==> config.mk <==
export PLATFORM = sky130hd
export DESIGN_NAME = unidade_mult_div
export DESIGN_NICKNAME = d
export VERILOG_FILES = /design/src/rtl/unidade_mult_div.sv
export SDC_FILE = /design/constraint.sdc
export NUM_CORES = 1
export LEC_CHECK = 0
export ABC_AREA = 1
export BUFFER_PORTS_ARGS = -buffer_cell sky130_fd_sc_hd__buf_2
export CAP_MARGIN = 20
export CORE_MARGIN = 2
export CORE_UTILIZATION = 35
export CTS_BUF_LIST = sky130_fd_sc_hd__clkbuf_4 sky130_fd_sc_hd__clkbuf_8
export CTS_CLUSTER_DIAMETER = 60
export CTS_CLUSTER_SIZE = 24
export DETAILED_ROUTE_END_ITERATION = 7
export HOLD_SLACK_MARGIN = 0.12
export SETUP_SLACK_MARGIN = 0.1
export SLEW_MARGIN = 10
export SYNTH_ARGS = -nofsm -noshare
export SYNTH_HDL_FRONTEND = slang
export SYNTH_SLANG_ARGS = --single-unit
==> constraint.sdc <==
create_clock -name clk -period 3.5 [get_ports clk]
set_input_delay 0.35 -clock clk [delete_from_list [all_inputs] [get_ports clk]]
set_output_delay 0.35 -clock clk [all_outputs]
set_load 0.05 [all_outputs]
==> src/rtl/unidade_mult_div.sv <==
// Iterative multiply/divide unit: one bit per cycle, result returned through the register bank write port.
// Optional build macro MULTDIV_SIGNED_EN reinterprets ops 01/10/11 as MULH/DIV/REM (signed).
module unidade_mult_div #(
  parameter int LARGURA = 32
) (
  input  logic               clk,
  input  logic               rst_n,
  input  logic               inicio,
  input  logic [1:0]         op,
  input  logic [LARGURA-1:0] operando_a,
  input  logic [LARGURA-1:0] operando_b,
  input  logic [4:0]         destino_in,
  output logic               ocupado,
  output logic               escrita,
  output logic [4:0]         destino,
  output logic [LARGURA-1:0] dado_saida
);

  localparam int CW = $clog2(LARGURA + 1);

  typedef enum logic [1:0] {
    OCIOSO  = 2'b00,
    CALCULA = 2'b01,
    ESCREVE = 2'b10
  } estado_t;

  estado_t            estado_q, estado_d;
  logic [CW-1:0]      cont_q, cont_d;
  logic [1:0]         op_q, op_d;
  logic [LARGURA-1:0] opnd_q, opnd_d;
  logic [LARGURA-1:0] hi_q, hi_d;
  logic [LARGURA-1:0] lo_q, lo_d;
  logic [4:0]         destino_q, destino_d;
  logic [LARGURA-1:0] saida_q, saida_d;

  // hi/lo are shared: product {hi,lo} for multiply, {remainder,quotient} for divide.
  logic [LARGURA:0]   soma;
  logic [LARGURA:0]   desl;
  logic [LARGURA+1:0] dif;
  logic               borrow;
  logic [LARGURA-1:0] passo_hi, passo_lo;
  logic [LARGURA-1:0] resultado;
  logic [LARGURA-1:0] a_abs, b_abs;

  assign soma     = {1'b0, hi_q} + {1'b0, (lo_q[0] ? opnd_q : {LARGURA{1'b0}})};
  assign desl     = {hi_q, lo_q[LARGURA-1]};
  assign dif      = {1'b0, desl} - {2'b00, opnd_q};
  assign borrow   = dif[LARGURA+1];
  assign passo_hi = op_q[1] ? (borrow ? desl[LARGURA-1:0] : dif[LARGURA-1:0])
                            : soma[LARGURA:1];
  assign passo_lo = op_q[1] ? {lo_q[LARGURA-2:0], ~borrow}
                            : {soma[0], lo_q[LARGURA-1:1]};

`ifdef MULTDIV_SIGNED_EN
  logic                 neg_q, neg_d;
  logic                 neg_rem_q, neg_rem_d;
  logic                 sinal_a, sinal_b;
  logic [2*LARGURA-1:0] prod, prod_f;
  logic [LARGURA-1:0]   quo_f, rem_f;

  assign sinal_a = operando_a[LARGURA-1] & (op != 2'b00);
  assign sinal_b = operando_b[LARGURA-1] & (op != 2'b00);
  assign a_abs   = sinal_a ? -operando_a : operando_a;
  assign b_abs   = sinal_b ? -operando_b : operando_b;
  // A zero divisor leaves the quotient unsigned (all ones == -1).
  assign neg_d     = inicio && estado_q == OCIOSO
                     ? (op[1] ? ((sinal_a ^ sinal_b) & (operando_b != '0)) : (sinal_a ^ sinal_b))
                     : neg_q;
  assign neg_rem_d = inicio && estado_q == OCIOSO ? sinal_a : neg_rem_q;

  assign prod      = {passo_hi, passo_lo};
  assign prod_f    = neg_q ? -prod : prod;
  assign quo_f     = neg_q ? -passo_lo : passo_lo;
  assign rem_f     = neg_rem_q ? -passo_hi : passo_hi;
  assign resultado = op_q[1] ? (op_q[0] ? rem_f : quo_f)
                             : (op_q[0] ? prod_f[2*LARGURA-1:LARGURA] : prod_f[LARGURA-1:0]);

  always_ff @(posedge clk or negedge rst_n) begin
    if (!rst_n) begin
      neg_q     <= 1'b0;
      neg_rem_q <= 1'b0;
    end else begin
      neg_q     <= neg_d;
      neg_rem_q <= neg_rem_d;
    end
  end
`else
  assign a_abs     = operando_a;
  assign b_abs     = operando_b;
  assign resultado = op_q[0] ? passo_hi : passo_lo;
`endif

  always_comb begin
    estado_d  = estado_q;
    cont_d    = cont_q;
    op_d      = op_q;
    opnd_d    = opnd_q;
    hi_d      = hi_q;
    lo_d      = lo_q;
    destino_d = destino_q;
    saida_d   = saida_q;
    unique case (estado_q)
      OCIOSO: begin
        if (inicio) begin
          estado_d  = CALCULA;
          cont_d    = CW'(LARGURA);
          op_d      = op;
          destino_d = destino_in;
          hi_d      = '0;
          if (op[1]) begin
            lo_d   = a_abs;
            opnd_d = b_abs;
          end else begin
            lo_d   = b_abs;
            opnd_d = a_abs;
          end
        end
      end
      CALCULA: begin
        hi_d   = passo_hi;
        lo_d   = passo_lo;
        cont_d = cont_q - CW'(1);
        if (cont_q == CW'(1)) begin
          estado_d = ESCREVE;
          // Register 0 is never written, so the held output only changes on a real write.
          if (destino_q != 5'd0) saida_d = resultado;
        end
      end
      ESCREVE: estado_d = OCIOSO;
      default: estado_d = OCIOSO;
    endcase
  end

  always_ff @(posedge clk or negedge rst_n) begin
    if (!rst_n) begin
      estado_q  <= OCIOSO;
      cont_q    <= '0;
      op_q      <= '0;
      opnd_q    <= '0;
      hi_q      <= '0;
      lo_q      <= '0;
      destino_q <= '0;
      saida_q   <= '0;
    end else begin
      estado_q  <= estado_d;
      cont_q    <= cont_d;
      op_q      <= op_d;
      opnd_q    <= opnd_d;
      hi_q      <= hi_d;
      lo_q      <= lo_d;
      destino_q <= destino_d;
      saida_q   <= saida_d;
    end
  end

  assign ocupado    = (estado_q != OCIOSO);
  assign escrita    = (estado_q == ESCREVE) && (destino_q != 5'd0);
  assign destino    = destino_q;
  assign dado_saida = saida_q;

endmodule

==> out/qor.csv <==
stage;metric;value;unit
timing;Final Setup Violations;0;
timing;RSZ-0062 raised after global routing;no;
floorplan;Initial Util;35.4;%
clock_network;Worst-Skew Late Latency;0.49;ns
place;post-DP HPWL;37000;um
routing;vias per cell;5.16;
synthesis;Cell variety after synth;45;
synthesis;most common cell in the synthesized netlist;nand2_1;
place;routability cong.;0.956;
synthesis;Synth area leader;dfrtp_1;
timing;max_slew headroom;35.4;%
synthesis;top cell type's share of synthesized area;27.7;%
synthesis;post-synthesis net count;2220;
flow_run;Max Cap Viol;0;
worst_hold_path;worst hold path type;in2reg;
synthesis;cell count after synthesis;2078;
routing;Initial DRT Pass Iterations;5;
final_layout;fillers;3982;
critical_path;crit start category;flip-flop;
clock_network;CTS buffer count;17;
floorplan;CORE AREA;36400;um^2
synthesis;FF+latch count, synth;143;
clock_network;# H-tree levels;4;
synthesis;number of enable flip-flop cells after synthesis;0;
critical_path;CP Capture Type;flip-flop;
synthesis;Post-synth top cells;nand2_1 (741), inv_1 (365), dfrtp_1 (143);
floorplan;row count;70;
timing;Final Cycle Share;88.1;%
timing;Hold WS;0.138;ns
clock_network;postcts setup bufs;0;
final_layout;Ant. Diodes;0;
clock_network;Max clock buf depth;2;
routing;# DRC;0;
timing;Worst-Margin Slew;0.969;ns
floorplan;DIE HEIGHT;196;um
grt;GRT Total Usage;24.9;%
floorplan;Die X;196;um
routing;Routed Wire Length;47400;um
critical_path;Worst R2R Path Depth;17;
clock_network;CTS Sinks;143;
timing;final worst path period need;3.08;ns
critical_path;Worst EP required;3.88;ns
synthesis;Mapped Area;12900;um^2
timing;Max Freq;0.324;GHz
critical_path;Crit path arrival time;3.46;ns
routing;DR vias;13700;
clock_network;clk root buf;clkbuf_8;
grt;initial antenna violation count;0;
place;PortBufs;112;
timing;setup TNS;0;ns
floorplan;die area;38400;um^2
floorplan;io pins;113;
run_status;status;complete, no violations;
clock_network;clock transition at the registers of the reported paths;0.09;ns
timing;Fin. Hold Viols;0;
routing;remaining antenna violation count;0;
synthesis;Synth Area per Inst;6.21;um^2
final_layout;P&R area growth vs syn;12.5;%
clock_network;CTS tree;yes;
timing;Final Slew Violations;0;
final_layout;fin nets;2319;
routing;Iter 0 DRT Violations;1193;
synthesis;YS warnings;0;
grt;largest net degree at the start of global routing;100;
critical_path;path type of the worst setup path;reg2reg;
synthesis;Synth area leaders;dfrtp_1 (28%), nand2_1 (22%), inv_1 (11%);
final_layout;fraction of layout cells with a size suffix above 1;10.6;%
synthesis;Seq/Total Area, Yosys;27.7;%
critical_path;Max FO, Critical Path;22;
worst_hold_path;hold path cells;3;
grt;first-pass GRT wire length;73700;um
grt;vias in the first global route;13300;
timing;clock skew;0.0136;ns
routing;DR WL/cell;17.8;um
synthesis;fraction of registers with async set/reset;100;%
grt;grt ovf;0;
synthesis;Main synth FF type;dfrtp_1;
[critical path, stage by stage (launching register included)]
cell     delay [ns]
dfrtp_2        0.64
nand2_1        0.11
inv_1          0.07
ha_1           0.27
fa_1           0.38
nand2_1        0.09
nand3_1        0.10
nand3_1        0.10
nand2_1        0.23
nand2_1        0.08
nand2_1        0.19
nand3_1        0.19
nand2_1        0.11
nand2_1        0.05
nand3_1        0.10
nand3_1        0.12
nand2_1        0.09
nand2_1        0.05
[final cells by class]
cell class	instances	area [um^2]	share of cell area, %
clock inverter	11	155	1.07
tap	468	586	4.03
sequential	143	3580	24.7
clock buffer	21	277	1.90
timing repair buffer	154	920	6.33
inverter	379	1420	9.79
multi-input combinational	1482	7580	52.2
[per-layer routing]
layer / vias to the layer above / track usage [%] / share of wire, %
li1: 6820 / - / -
met1: 6366 / 35.5 / 47
met2: 466 / 38.4 / 43
met3: 61 / 4.11 / 7.3
met4: 0 / 7.72 / 2.5
met5: - / 0 / 0
[flip-flops by register name, summed over array words and instances, names as in the netlist]
| signal | cells |
|---|---|
| opnd_q | 32 |
| estado_q | 2 |
| hi_q | 32 |
| destino | 5 |
| cont_q | 6 |
| dado_saida | 32 |
| lo_q | 32 |
| op_q | 2 |
[kinds of logic after synthesis]
logic type,after synthesis,synth area share (%)
compound gates,306,14.6
xor+xnor,19,1.29
fa+ha+maj,68,6.71
buf+inv,453,13.6
flops,143,27.7
mux,3,0.233
simple gates,1086,35.9
[placed cells by master, fill, tap and decap left out, types with 3 or more instances in the layout]
master	netlist	layout
nand2_1	741	740
inv_1	365	365
dfrtp_1	143	141
nand3_1	129	129
buf_2	3	111
o21ai_0	99	99
nor2_1	94	94
a21oi_1	82	82
ha_1	66	66
o211ai_1	58	58
nand4_1	49	49
o221ai_1	31	31
buf_4	3	27
clkbuf_8	0	19
nor3_1	16	16
nand2_2	14	15
dlygate4sd3_1	0	15
inv_2	12	12
o21ai_1	12	12
xnor2_1	11	11
o21bai_1	11	11
nand3b_1	11	11
xor2_1	8	8
nand3_2	6	6
o21bai_2	6	6
nor2_2	5	5
or2_2	5	5
clkinvlp_4	0	4
nand2_4	3	3
and2_1	3	3
mux2i_1	3	3
bufinv_16	0	3
[per-stage QoR]
stage	instances	worst slack (ns)	instance area (um^2)	util (%)
after global routing	2658	0.258	14500	39.9
after detailed placement	2611	0.292	13900	38.3
after floorplan	2078	1.09	12900	-
after global placement	2611	0.406	13900	38.3
final	2658	0.418	14500	39.9
after CTS	2658	0.270	14500	39.9
[path summary, 6_finish.rpt]
| kind | startpoint | endpoint | slack (ns) |
|---|---|---|---|
| hold reg to reg | dado_saida[6]$_DFFE_PN0P_ | dado_saida[6]$_DFFE_PN0P_ | 0.48 |
| hold / removal | operando_b[8] | opnd_q[8]$_DFFE_PN0P_ | 0.14 |
| setup reg to reg | lo_q[0]$_DFFE_PN0P_ | dado_saida[27]$_DFFE_PN0P_ | 0.42 |
| setup / recovery | lo_q[0]$_DFFE_PN0P_ | dado_saida[27]$_DFFE_PN0P_ | 0.42 |
| max in group asynchronous | rst_n | lo_q[0]$_DFFE_PN0P_ | 2.02 |
| min in group asynchronous | rst_n | hi_q[29]$_DFFE_PN0P_ | 0.44 |
[repair_timing]
| action | in CTS | in global routing |
|---|---|---|
| gates resized for setup | 0 | 1 |
| hold buffers | 15 | 0 |
| endpoints found under the hold margin | 78 | 0 |
| setup endpoints to repair | 0 | 2 |
Power is not shown: default switching activity piles up to over one toggle a cycle in this logic, so the estimate is an artifact.
